==> config.mk <==
export PLATFORM = sky130hd
export DESIGN_NAME = inst_queue
export DESIGN_NICKNAME = d
export VERILOG_FILES = /design/src/rtl/conv_pkg.sv /design/src/rtl/inst_queue_mem.sv /design/src/rtl/inst_queue.sv
export SDC_FILE = /design/constraint.sdc
export NUM_CORES = 1
export LEC_CHECK = 0
export BUFFER_PORTS_ARGS = -buffer_cell sky130_fd_sc_hd__buf_2
export CAP_MARGIN = 25
export CORE_MARGIN = 5
export CORE_UTILIZATION = 27
export CTS_CLUSTER_DIAMETER = 50
export DETAILED_ROUTE_END_ITERATION = 8
export PLACE_DENSITY = 0.51
export SYNTH_ARGS = -nofsm -noshare
export SYNTH_HDL_FRONTEND = slang
export SYNTH_HIERARCHICAL = 1
export SYNTH_SLANG_ARGS = --single-unit
==> constraint.sdc <==
create_clock -name clk -period 5.2 [get_ports clk]
set_clock_uncertainty 0.1 [all_clocks]
set_input_delay 0.26 -clock clk [delete_from_list [all_inputs] [get_ports clk]]
set_output_delay 0.26 -clock clk [all_outputs]
set_load 0.02 [all_outputs]
==> src/rtl/conv_pkg.sv <==
// Shared instruction encoding: opcode values and the legality test used by
// instruction queues.
package conv_pkg;

  localparam int unsigned OP_W = 4;

  typedef enum logic [OP_W-1:0] {
    OP_LF = 4'h1,
    OP_LS = 4'h2,
    OP_LI = 4'h3,
    OP_DC = 4'h4
  } op_e;

  function automatic logic is_legal_op(op_e op);
    return (op == OP_LF) || (op == OP_LS) || (op == OP_LI) || (op == OP_DC);
  endfunction

endpackage

==> src/rtl/inst_queue_mem.sv <==
// Instruction queue storage: synchronous write, asynchronous read, no reset.
module inst_queue_mem #(
  parameter int unsigned ADDR_WIDTH = 3,
  parameter int unsigned DATA_WIDTH = 32
) (
  input  logic                  clk,
  input  logic                  we,
  input  logic [ADDR_WIDTH-1:0] waddr,
  input  logic [DATA_WIDTH-1:0] wdata,
  input  logic [ADDR_WIDTH-1:0] raddr,
  output logic [DATA_WIDTH-1:0] rdata
);

  localparam int unsigned DEPTH = 1 << ADDR_WIDTH;

  logic [DATA_WIDTH-1:0] mem [DEPTH];

  always_ff @(posedge clk) begin
    if (we) mem[waddr] <= wdata;
  end

  assign rdata = mem[raddr];

endmodule

==> src/rtl/inst_queue.sv <==
// Instruction queue: filters illegal opcodes on write, full-depth circular
// buffer with a level counter, combinational handshakes and head data.
module inst_queue
  import conv_pkg::*;
#(
  parameter int unsigned ADDR_WIDTH = 3,
  parameter int unsigned DATA_WIDTH = 32,
  parameter int unsigned AF_MARGIN  = 1
) (
  input  logic                  clk,
  input  logic                  rst_n,
  input  logic                  flush,
  input  logic [DATA_WIDTH-1:0] in_inst,
  input  logic                  w_valid,
  output logic                  w_ready,
  output logic                  w_illegal,
  input  logic                  r_en,
  output logic                  r_accept,
  output logic [DATA_WIDTH-1:0] out_inst,
  output logic [ADDR_WIDTH:0]   level,
  output logic                  almost_full,
  output logic [7:0]            illegal_cnt
);

  localparam int unsigned DEPTH = 1 << ADDR_WIDTH;
  localparam int unsigned LVL_W = ADDR_WIDTH + 1;
  localparam logic [LVL_W-1:0] LVL_FULL = LVL_W'(DEPTH);
  localparam logic [LVL_W-1:0] LVL_AF   = LVL_W'(DEPTH - AF_MARGIN);

  logic [ADDR_WIDTH-1:0] w_ptr;
  logic [ADDR_WIDTH-1:0] r_ptr;
  logic                  legal;
  logic                  wr_fire;
  logic                  rd_fire;

  assign legal = is_legal_op(op_e'(in_inst[DATA_WIDTH-1 -: OP_W]));

  assign w_ready     = (level != LVL_FULL);
  assign r_accept    = r_en && (level != '0);
  assign w_illegal   = w_valid && w_ready && !legal;
  assign almost_full = (level >= LVL_AF);

  // Flush overrides any same-cycle transfer for state purposes.
  assign wr_fire = w_valid && w_ready && legal && !flush;
  assign rd_fire = r_accept && !flush;

  always_ff @(posedge clk or negedge rst_n) begin
    if (!rst_n) begin
      w_ptr <= '0;
      r_ptr <= '0;
      level <= '0;
    end else if (flush) begin
      w_ptr <= '0;
      r_ptr <= '0;
      level <= '0;
    end else begin
      if (wr_fire) w_ptr <= w_ptr + ADDR_WIDTH'(1);
      if (rd_fire) r_ptr <= r_ptr + ADDR_WIDTH'(1);
      if (wr_fire && !rd_fire)      level <= level + LVL_W'(1);
      else if (!wr_fire && rd_fire) level <= level - LVL_W'(1);
    end
  end

  // Saturating drop counter; survives flush.
  always_ff @(posedge clk or negedge rst_n) begin
    if (!rst_n) begin
      illegal_cnt <= '0;
    end else if (w_illegal && !flush && (illegal_cnt != 8'hFF)) begin
      illegal_cnt <= illegal_cnt + 8'd1;
    end
  end

  inst_queue_mem #(
    .ADDR_WIDTH(ADDR_WIDTH),
    .DATA_WIDTH(DATA_WIDTH)
  ) u_mem (
    .clk  (clk),
    .we   (wr_fire),
    .waddr(w_ptr),
    .wdata(in_inst),
    .raddr(r_ptr),
    .rdata(out_inst)
  );

endmodule

# Yosys cells after proc, flatten, opt, wreduce, memory -nomap -nowiden
# Memory sizes are Yosys's and may differ from the RTL's.
# Index checks and enable logic that the tools add are counted.
op_classes:
  n_mux: 9
  n_lt_le_gt_ge: 1
  add_sub_neg: 5
  eq_ne: 6
  n_reduce_logical: 21
op_table:
  columns: ["operator", "n"]
  rows:
  - ["2-to-1 mux 3 bit", 4]
  - ["2-to-1 mux 4 bit", 3]
  - ["logical AND 1 bit", 10]
  - ["adder 8 x 1 -> 8 bit, second input constant", 1]
  - ["== test 4 x 2 -> 1 bit, second input constant", 2]
  - ["!= test 8 bit, second input constant", 1]
  - ["adder 3 x 1 -> 3 bit, second input constant", 2]
  - ["adder 4 x 1 -> 4 bit, second input constant", 1]
  - ["== test 4 x 1 -> 1 bit, second input constant", 1]
  - ["== test 4 x 3 -> 1 bit, second input constant", 1]
  - ["greater-or-equal comparator 4 x 3 -> 1 bit, second input constant", 1]
  - ["logical NOT 1 bit", 4]
  - ["!= test 4 bit, second input constant", 1]
  - ["nonzero test 2 bit", 2]
  - ["nonzero test 4 bit", 1]
  - ["subtractor 4 x 1 -> 4 bit, second input constant", 1]
  - ["logical OR 1 bit", 3]
  - ["nonzero test 3 bit", 1]
  - ["2-to-1 mux 1 bit", 2]
totals:
  memories: 1
  mem_bits_rw: 256
  wordCells: 47
  ff_bits: 18
mem_list:
  columns: ["name", "words", "word_bits", "read_ports", "rd_ports_with_merged_regs", "wr", "line_no", "rtl"]
  rows:
  - ["u_mem.mem", 8, 32, 1, 0, 1, "inst_queue_mem.sv:16", "logic [DATA_WIDTH-1:0] mem [DEPTH];"]

# Depth between registers and ports, before layout
depth:
  word_depth: 11
  mapped_depth: 11
  mapped_depth_nobuf: 10

# Cells and area by module
# Netlist, hierarchy kept.
modules_own_cells:
  columns: ["module", "area_each_um2", "instances", "cells_each", "seq_area_each_um2"]
  rows:
  - ["inst_queue_mem", 9825.7, 1, 383, 7687.4]
  - ["inst_queue", 1011.0, 1, 98, 450.4]

# Worst setup path after synthesis
# Ideal clock, no wire load.
synth_timing:
  path_type: "reg-to-reg"
  from: "reg level[0]"
  to: "mem u_mem.mem[0][0] (enable)"
  stages_incl_launch_ff: 7
  n_path_buf: 1
  synth_period_minus_slack_ns: 4.143
  required_time_ns: 4.639
  arrival_time_ns: 3.582
  slack_ns: 1.057
  path_cell_list: "dfrtp_1 > or4b_4 > o2111a_1 > buf_6 > nor2b_1 > nand2b_1 > nor3_1"
synth_via:
  elab_chain_cells: 6
synth_rtl:
  columns: ["item", "line_no", "rtl"]
  rows:
  - ["from (decl)", "inst_queue.sv:20", "output logic [ADDR_WIDTH:0] level,"]
  - ["from (signal assigned)", "inst_queue.sv:59", "if (wr_fire && !rd_fire) level <= level + LVL_W'(1);"]
  - ["from (signal assigned)", "inst_queue.sv:60", "else if (!wr_fire && rd_fire) level <= level - LVL_W'(1);"]
  - ["!= test 4 bit", "inst_queue.sv:38", "assign w_ready = (level != LVL_FULL);"]
  - ["net w_ready", "inst_queue.sv:15", "output logic w_ready,"]
  - ["logical AND 1 bit (3 in a row)", "inst_queue.sv:44", "assign wr_fire = w_valid && w_ready && legal && !flush;"]
  - ["net wr_fire", "inst_queue.sv:33", "logic wr_fire;"]
  - ["2-to-1 mux 1 bit", "inst_queue_mem.sv:19", "if (we) mem[waddr] <= wdata;"]
  - ["2-to-1 mux 1 bit (not written as such)", "inst_queue_mem.sv:19", null]
  - ["to (decl)", "inst_queue_mem.sv:16", null]
# The timed path passes the listed nets, and every way through them passes these cells.

# Final worst setup path
layout_timing:
  from: "reg r_ptr[0]"
  to: "out out_inst[6]"
layout_via:
  elab_chain_cells: 1
layout_rtl:
  columns: ["item", "line_no", "rtl"]
  rows:
  - ["from (decl)", "inst_queue.sv:31", "logic [ADDR_WIDTH-1:0] r_ptr;"]
  - ["from (signal assigned)", "inst_queue.sv:58", "if (rd_fire) r_ptr <= r_ptr + ADDR_WIDTH'(1);"]
  - ["memory read (8 x 32 bit)", null, null]
  - ["to (decl)", "inst_queue.sv:19", "output logic [DATA_WIDTH-1:0] out_inst,"]
# Every way passes these cells.

==> results.md <==
* Placed Area at approximately 0.012 sq mm
* Routability cong. at around 0.75
* Mapped Cells at ~480
* Global-route wire length before repair at 35000 microns
* CP Max Fanout at 50
* Root Buffer: clkbuf_16
* Detail Route Antenna Nets at 0
* Top FF cell, synth: edfxtp_1
* Register area share after synthesis at 75.1%
* Initial antenna violation count at 1
* Post-Route WL at between 20000 and 25000 microns
* Die width at ~210 microns
* Global Route Usage Sum at between 10% and 20%
* Met3 Usage GRT at approximately 1.8%
* Fin nets at 667
* Area of the die at 0.0442 sq mm
* Top-level I/O count at 85
* DR iter-0 viols at about 210
* Placed cells at 1081
* Slew HR at between 30% and 40%
* RSZ-0062 raised after global routing: false
* Fin. Hold Viols at 0
* Ys async rst share at under 10%
* Netlist cell types at 37
* IO buf count at 84
* Vias in the first global route at a little under 6000
* Total Neg Setup Slack at 0 ps
* Net switching power figure at about 0.0015 W
* Clock Pin Slew Worst Setup and Hold Paths at roughly 60 ps
* Yosys warning count at 6
* Area delta synth->final at 23.8%
* GRT Max-Usage Layer: met2
* Sequential power share at between 40% and 50%
* Initial Utilization at 27.3%
* Cells resized by post-CTS repair at 0
* Drt wl/cell at 19.5 microns
* Sw frac at a little over a quarter
* P_leak at between 4 and 5 nW
* Grt met2 use at between 10% and 20%
* Dpl hpwl at between 10000 and 15000 microns
* Register bit count reported by yosys at roughly 270
* Global route overflow at 0
* Worst-Skew Late Latency at around 540 ps
* Chip height at 210 microns
* Final period util at 67.3%
* # hold bufs at CTS at 34
* Setup bufs post-CTS at 0
* Fmax at roughly 290 MHz
* Clock power share at between 30% and 40%
* CTS Buf Count at 31
* MaxCap Viol Count at 0
* Largest net degree at the start of global routing at slightly above 50
* Share of cells above drive strength 1 at 33.5%
* Core region area at slightly below 0.04 sq mm
* DR vias at roughly 5100
* Logic pwr share at ~18%
* Syn Area/Cell at 22.5 sq um
* Synthesized area at roughly 0.011 sq mm
* Peak VDD IR at 234 uV
* R2r worst-path depth at 10
* Number of flops mapped to enable cells by yosys at 256
* Crit. End Element: primary output
* Grt met1 use at 12.6%
* Hold Path Class: input port to flip-flop
* Tmin final at 3500 ps
* Syn nets at about 520
* Fin util at between 30% and 40%
* Status: finished, final reports clean
* Pwr dens at ~430 mW/mm^2
* Worst Max-Slew Pin Slew at about 950 ps
* CP Class: flip-flop to primary output
* Slew Limit Fails at 0
* Residual DRC at 0
* Endpoints failing setup at 0
* Rows at between 70 and 80
* Non-filler cells, final at 1174
* Maximum clock insertion buffer count at 3
* Vias per cell at 4.38
* Setup WS pre-CTS at 2050 ps
* Critical Path AT at between 3000 and 4000 ps
* Critical Path RT at a little under 5000 ps
* CP startpoint kind: flip-flop
* CTS tree: done
* Final WS setup at roughly 1700 ps
* Cell Int Power at between 0.004 and 0.005 W
* Clk sinks at 274
* Hold Path Depth at 4
* Initial DRT Pass Iterations at 7
* H-tree depth at 1
* Fin area at ~0.013 sq mm
-- state kept, by name, summed over array words and instances, names as in the netlist --
register     flops
r_ptr            3
w_ptr            3
u_mem/mem      256
level            4
illegal_cnt      8
-- routing by layer --
| metal | share of wire (%) | vias up |
|---|---|---|
| met5 | 0 | - |
| met4 | 2.2 | 0 |
| met3 | 3.6 | 37 |
| met2 | 53 | 93 |
| met1 | 42 | 2701 |
| li1 | - | 2313 |
-- worst max-delay path: stages, from the launching register on --
cell	delay (ps)
dfrtp_4	1060
buf_4	460
mux4_1	600
mux2_2	300
buf_2	170
-- worst paths after layout --
check                                from  slack (ps)        endpoint
setup / recovery                 r_ptr[0]        1700     out_inst[6]
hold / removal                       r_en          70        r_ptr[1]
setup reg to reg                 level[0]        2060        level[3]
hold reg to reg            illegal_cnt[7]         420  illegal_cnt[7]
max in group asynchronous           rst_n        4560        r_ptr[0]
min in group asynchronous           rst_n         100  illegal_cnt[2]
-- through the flow --
step | total power (W) | hold WS (ps)
after floorplan | 0.00342 | -136
after global placement | 0.00372 | 113
after detailed placement | 0.00374 | 131
after CTS | 0.00593 | 42.8
after global routing | 0.00610 | 90.4
final | 0.00583 | 66.1
-- layout make-up --
cell class / count / area [sq um]
Clock inverter: 22 / 231
Tap cell: 525 / 657
Fill cell: 3757 / 26300
Multi-Input combinational cell: 182 / 2590
Clock buffer: 35 / 791
Timing Repair Buffer: 130 / 973
Inverter: 5 / 18.8
Antenna cell: 1 / 2.50
Sequential cell: 274 / 8140
-- cell usage in the layout (no fill, tap or decap), drive strengths merged, types with 2 or more instances in the layout --
master,n
edfxtp,256
buf,96
mux4,64
clkbuf,35
dlygate4sd3,34
mux2,34
dfrtp,18
nor2,18
clkinv,14
nand2,11
xnor2,10
inv,8
ha,5
nor3,5
nand2b,4
bufinv,4
nor2b,3
xor2,3
nand3,3
o21a,2
mux2i,2
a21oi,2
nand4,2
nand3b,2
-- logic make-up (layout without fill, tap and decap cells) --
kind of cell               Yosys count  count (layout)  synth area share [%]
AOI/OAI and AO/OA                   10              10                 0.704
DFF                                274             274                  75.1
xor gates and xnor gates            13              13                  1.05
muxes                              100             100                  18.4
and+or+nand+nor                     53              53                  2.46
other                                0               1                     0
adders and majority gates            6               6                 0.762
buffers and inverters               25             192                  1.49
-- cells in the mapped netlist, types with 2 or more instances --
master | n | share of area, %
nor3_1 | 5 | 0.23
buf_6 | 8 | 0.83
nor2b_1 | 3 | 0.17
a21oi_1 | 2 | 0.092
dfrtp_1 | 18 | 4.2
o21a_1 | 2 | 0.14
nand3b_1 | 2 | 0.14
mux4_2 | 24 | 5.0
mux2_2 | 33 | 3.4
buf_2 | 6 | 0.28
mux4_1 | 40 | 9.7
clkbuf_1 | 2 | 0.069
nor2_1 | 18 | 0.62
ha_1 | 5 | 0.58
edfxtp_1 | 256 | 71
nand3_1 | 3 | 0.14
nand2b_1 | 4 | 0.23
inv_1 | 5 | 0.17
xor2_1 | 3 | 0.24
nand4_1 | 2 | 0.12
xnor2_1 | 10 | 0.81
nand2_1 | 11 | 0.38
buf_1 | 4 | 0.14
mux2i_1 | 2 | 0.18
-- power groups by stage --
stage	logic, W	registers (W)	clock network [W]
finish	0.00106	0.00263	0.00214
global route	0.00115	0.00265	0.00230
CTS	0.00107	0.00265	0.00220
detailed placement	0.00104	0.00270	0
global placement	0.00103	0.00269	0
floorplan	0.000822	0.00260	0
(Power assumes the default switching activity.)
